File: config.mk
export PLATFORM = sky130hd
export DESIGN_NAME = strassen_operand_loader_flat
export DESIGN_NICKNAME = d
export VERILOG_FILES = /design/src/rtl/strassen_operand_loader_if.sv /design/src/rtl/strassen_operand_loader.sv /design/src/flat_wrapper.sv
export SDC_FILE = /design/constraint.sdc
export NUM_CORES = 1
export LEC_CHECK = 0
export ABC_CLOCK_PERIOD_IN_PS = 5900
export BUFFER_PORTS_ARGS = -buffer_cell sky130_fd_sc_hd__buf_2
export CORE_ASPECT_RATIO = 0.9
export CORE_UTILIZATION = 55
export CTS_BUF_LIST = sky130_fd_sc_hd__clkbuf_16
export DETAILED_ROUTE_END_ITERATION = 8
export PLACE_DENSITY_LB_ADDON = 0.05
export SKIP_LAST_GASP = 1
export SLEW_MARGIN = 20
export SYNTH_ARGS = -nofsm -noshare
export SYNTH_HDL_FRONTEND = slang
export SYNTH_SLANG_ARGS = --single-unit
File: constraint.sdc
create_clock -name Clk -period 5.9 [get_ports Clk]
set_clock_uncertainty 0.15 [all_clocks]
set_input_delay 0.885 -clock Clk [delete_from_list [all_inputs] [get_ports Clk]]
set_output_delay 0.885 -clock Clk [all_outputs]
set_load 0.02 [all_outputs]
File: src/rtl/strassen_operand_loader_if.sv
// Stream and operand bus between the element source, the operand loader and the
// Strassen compute stage.
interface strassen_operand_loader_if #(parameter int WIDTH = 8);
  logic               in_valid;
  logic               in_ready;
  logic [WIDTH-1:0]   in_data;
  logic               in_last;
  logic [7:0]         load_en;
  logic [4*WIDTH-1:0] op_a;
  logic [4*WIDTH-1:0] op_b;
  logic               out_valid;
  logic               out_ready;
  logic               err_framing;

  modport slave (
    input  in_valid, in_data, in_last, out_ready,
    output in_ready, load_en, op_a, op_b, out_valid, err_framing
  );

  modport master (
    output in_valid, in_data, in_last, out_ready,
    input  in_ready, load_en, op_a, op_b, out_valid, err_framing
  );
endinterface

File: src/rtl/strassen_operand_loader.sv
// Collects eight streamed matrix elements (a11..a22, b11..b22) into the operand
// bank and hands the complete A/B frame to the compute stage.
module strassen_operand_loader #(
  parameter int WIDTH = 8
) (
  input logic                    Clk,
  input logic                    Rst,
  strassen_operand_loader_if.slave bus
);

  typedef enum logic {LOAD, HOLD} state_t;

  state_t           state;
  logic [2:0]       idx;
  logic             in_ready_r;
  logic             out_valid_r;
  logic             err_r;
  logic             accept;
  logic [7:0]       load_en;
  logic [WIDTH-1:0] slot [8];
  logic [4*WIDTH-1:0] op_a;
  logic [4*WIDTH-1:0] op_b;

  assign accept = bus.in_valid & in_ready_r & (state == LOAD);

  always_comb begin
    load_en = '0;
    if (accept) load_en[idx] = 1'b1;
  end

  // Operand bank: each slot is an enable flop written only by its own load enable.
  always_ff @(posedge Clk or posedge Rst) begin
    if (Rst) begin
      for (int k = 0; k < 8; k++) slot[k] <= '0;
    end else begin
      for (int k = 0; k < 8; k++)
        if (load_en[k]) slot[k] <= bus.in_data;
    end
  end

  always_comb begin
    op_a = '0;
    op_b = '0;
    for (int k = 0; k < 4; k++) begin
      op_a[WIDTH*k +: WIDTH] = slot[k];
      op_b[WIDTH*k +: WIDTH] = slot[4+k];
    end
  end

  // in_ready stays low for the first cycle after reset release, then tracks LOAD.
  always_ff @(posedge Clk or posedge Rst) begin
    if (Rst) begin
      state       <= LOAD;
      idx         <= '0;
      in_ready_r  <= 1'b0;
      out_valid_r <= 1'b0;
      err_r       <= 1'b0;
    end else begin
      case (state)
        LOAD: begin
          in_ready_r <= 1'b1;
          if (accept) begin
            if (idx == 3'd7) begin
              state       <= HOLD;
              idx         <= '0;
              in_ready_r  <= 1'b0;
              out_valid_r <= 1'b1;
              if (!bus.in_last) err_r <= 1'b1;
            end else if (bus.in_last) begin
              idx   <= '0;
              err_r <= 1'b1;
            end else begin
              idx <= idx + 3'd1;
            end
          end
        end
        HOLD: begin
          if (bus.out_ready) begin
            state       <= LOAD;
            idx         <= '0;
            in_ready_r  <= 1'b1;
            out_valid_r <= 1'b0;
          end
        end
        default: state <= LOAD;
      endcase
    end
  end

  assign bus.in_ready    = in_ready_r;
  assign bus.out_valid   = out_valid_r;
  assign bus.err_framing = err_r;
  assign bus.load_en     = load_en;
  assign bus.op_a        = op_a;
  assign bus.op_b        = op_b;

endmodule

File: src/flat_wrapper.sv
// flat-port wrapper written by rule: the top's interface ports become plain ports
module strassen_operand_loader_flat 
#(
  parameter int WIDTH = 8
)
  (Clk, Rst, bus_in_valid, bus_in_data, bus_in_last, bus_out_ready, bus_in_ready, bus_load_en, bus_op_a, bus_op_b, bus_out_valid, bus_err_framing);
  strassen_operand_loader_if #(.WIDTH(WIDTH)) bus_i ();
  input logic Clk;
  input logic Rst;
  input wire logic [$bits(bus_i.in_valid)-1:0] bus_in_valid;
  input wire logic [$bits(bus_i.in_data)-1:0] bus_in_data;
  input wire logic [$bits(bus_i.in_last)-1:0] bus_in_last;
  input wire logic [$bits(bus_i.out_ready)-1:0] bus_out_ready;
  output wire logic [$bits(bus_i.in_ready)-1:0] bus_in_ready;
  output wire logic [$bits(bus_i.load_en)-1:0] bus_load_en;
  output wire logic [$bits(bus_i.op_a)-1:0] bus_op_a;
  output wire logic [$bits(bus_i.op_b)-1:0] bus_op_b;
  output wire logic [$bits(bus_i.out_valid)-1:0] bus_out_valid;
  output wire logic [$bits(bus_i.err_framing)-1:0] bus_err_framing;
  assign bus_i.in_valid = bus_in_valid;
  assign bus_i.in_data = bus_in_data;
  assign bus_i.in_last = bus_in_last;
  assign bus_i.out_ready = bus_out_ready;
  assign bus_in_ready = bus_i.in_ready;
  assign bus_load_en = bus_i.load_en;
  assign bus_op_a = bus_i.op_a;
  assign bus_op_b = bus_i.op_b;
  assign bus_out_valid = bus_i.out_valid;
  assign bus_err_framing = bus_i.err_framing;
  strassen_operand_loader #(.WIDTH(WIDTH)) u_core (.Clk(Clk), .Rst(Rst), .bus(bus_i));
endmodule
-- Word level (Yosys, flattened, before mapping)
Cells that the tools add are included.
- input bits: 13
- word-level logic and storage cells: 52
- ROM bits: 0
- bits in latches: 0
- memory bits (writable): 0
- bits in registers: 71
- memories kept: 0
- divide/modulo/power cells: 0
- shift operators: 0
- bitwise gates (word level): 3
- eq/ne operators: 5
- magnitude comparators: 2
- multipliers: 0
- $add $sub $neg: 1
- reductions and logical operators: 5
- mux-type cells: 23
- operators by type and width (kind ; number):
    1-bit 2-to-1 mux ; 13
    3-bit 2-to-1 mux ; 4
    8-bit 2-to-1 mux ; 1
    2-bit inequality test, second input constant ; 3
    1-bit one-hot mux with 2 select lines ; 3
    3-bit one-hot mux with 2 select lines ; 1
    3-bit by 4-bit < comparator with 1-bit output, second input constant ; 1
    4-bit AND reduction ; 1
    3-bit by 1-bit adder with 3-bit output, second input constant ; 1
    1-bit demux with 3-bit select ; 1
    3-bit equality test, second input constant ; 1
    3-bit by 1-bit greater-or-equal comparator with 1-bit output, second input constant ; 1
    3-bit AND reduction ; 1
    1-bit AND ; 2
    2-bit by 1-bit inequality test with 1-bit output, second input constant ; 1
    2-bit AND reduction ; 1
    2-bit nonzero test ; 1
    1-bit logical AND ; 1
    1-bit NOT ; 1

-- Longest topological paths before layout
- depth after elaboration: 5
- gate-level depth with buffers: 5

-- Worst setup path before layout
OpenSTA, ideal clock, no wires.
- path kind: input-to-output
- start: input port bus_in_valid
- end: output port bus_load_en[0]
- stages: 4
- slack: 3.147 ns
- data arrival time: 1.718 ns
- required time: 4.865 ns
- cells stage by stage: nand3b_4 > or4_1 > buf_6 > inv_1
- cells in the longest elaborated chain, start to end: 3
- RTL lines (item ; RTL line ; source):
    start, declared ; flat_wrapper.sv:10 ; input wire logic [$bits(bus_i.in_valid)-1:0] bus_in_valid;
    1-bit AND (2 in series) ; strassen_operand_loader.sv:24 ; assign accept = bus.in_valid & in_ready_r & (state == LOAD);
    8-bit 2-to-1 mux ; strassen_operand_loader.sv:28 ; if (accept) load_en[idx] = 1'b1;
    end, declared ; flat_wrapper.sv:15 ; output wire logic [$bits(bus_i.load_en)-1:0] bus_load_en;
Every way passes these cells.

-- Worst setup path in the final report
Same ends and word-level chain as after synthesis.

==> results.sh <==
export IMPL_worstHoldPathType="reg2reg"
export IMPL_post_cts_buffers=0
export IMPL_p_int_mw=1.29
export IMPL_place_hpwl_um=4060
export IMPL_busiest_layer="met2"
export IMPL_path_delay_family="simple AND/OR/NAND/NOR gates"
export IMPL_drv_cap=0
export IMPL_fin_setup_tns_ps=0
export IMPL_avgSynthCellArea_um2=15.9
export IMPL_path_class="in2out"
export IMPL_grtUsageTotal=0.243
export IMPL_max_freq_mhz=315
export IMPL_syn2layout_area_growth_pct=28.3
export IMPL_gp_congestion=0.773
export IMPL_initialDrtViolationCount=54
export IMPL_fin_crit_ps=3170
export IMPL_drt_pass1_iterations=4
export IMPL_yosysSeqAreaShare=0.612
export IMPL_postRouteAntennaNets=0
export IMPL_die_w_um=78.6
export IMPL_die_area_mm2=0.00557
export IMPL_drc=0
export IMPL_cp_end_kind="primary output"
export IMPL_pwr_density_cell_mw_per_mm2=505
export IMPL_pwr_share_seq=0.382
export IMPL_cts_hold_buf=0
export IMPL_cp_num_buf_inv=3
export IMPL_crit_path_start_kind="input pin"
export IMPL_finalWirelength_um=5920
export IMPL_crit_required_ps=4870
export IMPL_vias=1818
export IMPL_mostFrequentLayoutCell="buf_2"
export IMPL_fin_area_mm2=0.00372
export IMPL_syn_num_nets=198
export IMPL_clock_sinks=71
export IMPL_grt_pass1_wl_um=9760
export IMPL_nFillCells=337
export IMPL_crit_fanout=9
export IMPL_clkTransAtPathRegs_ps=50
export IMPL_p_comb_frac=0.297
export IMPL_ys_warn_count=0
export IMPL_max_slew_margin=0.422
export IMPL_tightest_slew_ps=866
export IMPL_avgRoutedWirePerCell_um=17.1
export IMPL_post_cts_resized=0
export IMPL_dieHeight_um=70.9
export IMPL_cts_tree="done"
export IMPL_synthCells=182
export IMPL_status="finished clean"
export IMPL_synth_area_mm2=0.00290
export IMPL_cts_made_buffers=9
export IMPL_seqCellArea_mm2=0.00178
export IMPL_clkLatencyLatePin_ps=330
export IMPL_leakage_nw=2.02
export IMPL_cp_arrival_ps=2140
export IMPL_critPathSlowestCell="or4_1"
export IMPL_clock_path_buffers=2
export IMPL_p_sw_frac=0.316
export IMPL_netlist_cell_type_count=25
export IMPL_final_nets=293
export IMPL_grt_max_degree=72
export IMPL_p_clk_frac=0.321
export IMPL_slowest_delay_ps=710
export IMPL_grt_pass1_vias=1866
export IMPL_finalSetupViolCount=0
export IMPL_cp_common_cell="buf_2"
export IMPL_rows=24
export IMPL_crit_chain="buf_2 > nand3b_4 > or4_1 > inv_1 > buf_2"
export IMPL_slew_viol_final=0
export IMPL_start_util=0.586
export IMPL_power_switching_mw=0.594
export IMPL_finalCritPeriodShare=0.538
export IMPL_timing_hold_violations_final=0
export IMPL_placed_cell_area_mm2=0.00339
export IMPL_max_vdd_ir_drop_mv=0.296
export IMPL_use_met1=0.327
export IMPL_antenna_found_initial=0
export IMPL_avgViaCountPerCell=5.24
export IMPL_multiInputGateArea_mm2=0.00107
export IMPL_synth_seq_cells=71
export IMPL_diodes=0
export IMPL_root_buffer="clkbuf_16"
export IMPL_portBuffers=87
export IMPL_cts_htree_levels=3
export IMPL_rsz0062_at_grt="false"
export IMPL_io_pins=88
export IMPL_grt_ovfl_total=0
export IMPL_final_cell_mix="87 x buf_2, 71 x dfrtp_1, 37 x mux2_2"
export IMPL_use_met2=0.358
export IMPL_grt_met3_usage=0.115
export IMPL_core_area_mm2=0.00495
export IMPL_drive_above_1_share=0.596
## state kept, by name (all words and copies together) (netlist names)
name                    count
u_core.state                1
u_core.bus.out_valid        1
u_core.bus.op_a            32
u_core.bus.in_ready         1
u_core.bus.op_b            32
u_core.bus.err_framing      1
u_core.idx                  3
## worst paths after layout
| path | slack (ps) | from | cells after the start | endpoint |
|---|---|---|---|---|
| worst min register to register | 300 | u_core.bus.err_framing | 1 | u_core.bus.err_framing |
| min in group asynchronous | 650 | Rst | 3 | u_core.bus.op_a[11] |
| worst max register to register | 3830 | u_core.state | 3 | u_core.bus.op_a[6] |
| worst max-delay path | 2730 | bus_in_valid | 5 | bus_load_en[0] |
| worst min-delay path | 300 | u_core.bus.err_framing | 1 | u_core.bus.err_framing |
| max in group asynchronous | 4370 | Rst | 3 | u_core.bus.err_framing |
## Yosys cell counts (all sizes together)
master  count  area (um^2)
a21oi       2         10.0
nand4b      1         15.0
nand2b      2         12.5
buf         4         38.8
a21o        1         7.51
and3b       1         8.76
nand3b      1         20.0
dfrtp      71         1780
nor2        4         22.5
nand3       3         15.0
mux2       64          803
or2b        1         7.51
nor3        2         21.3
ha          3         37.5
xor2        1         8.76
o21ai       3         15.0
or3         3         18.8
nand2       8         30.0
or4         2         15.0
inv         5         18.8
## kinds of logic after synthesis
kind of cell	synth area share
flip-flops	0.612
AO/OA/AOI/OAI	0.0112
multiplexers	0.277
XOR/XNOR	0.00302
AND/OR/NAND/NOR	0.0642
adder cells (fa/ha/maj)	0.0129
buffers and inverters	0.0198
## metrics by stage
stage	setup slack (ps)	total power, mW	hold slack [ps]	instances	utilization
2_1_floorplan	3070	1.09	384	182	-
3_3_place_gp	2750	1.27	285	331	0.684
3_5_place_dp	2720	1.29	291	331	0.684
4_1_cts	2720	1.90	303	347	0.752
5_1_grt	2680	1.96	328	347	0.752
6_report	2730	1.88	297	347	0.752
## area by class of cell
class,instances,area share
repair buffers,88,0.119
inverters,5,0.00504
clock inverters,7,0.0299
well taps,65,0.0218
flip-flops and latches,71,0.477
clock buffers,9,0.0605
multi-input cells,102,0.287
## metal layers
metal / share of wire / routed length (um)
met3: 0.071 / 419
met2: 0.45 / 2680
met4: 0.0046 / 27
met1: 0.47 / 2800
met5: 0 / 0
## power groups by stage
| stage | sequential, mW | clock [mW] | combinational (mW) |
|---|---|---|---|
| 2_1_floorplan | 0.893 | 0 | 0.193 |
| 3_3_place_gp | 0.718 | 0 | 0.553 |
| 3_5_place_dp | 0.723 | 0 | 0.562 |
| 4_1_cts | 0.717 | 0.618 | 0.565 |
| 5_1_grt | 0.734 | 0.635 | 0.594 |
| 6_report | 0.718 | 0.604 | 0.559 |
No activity file was read; power rests on OpenSTA's default activity.
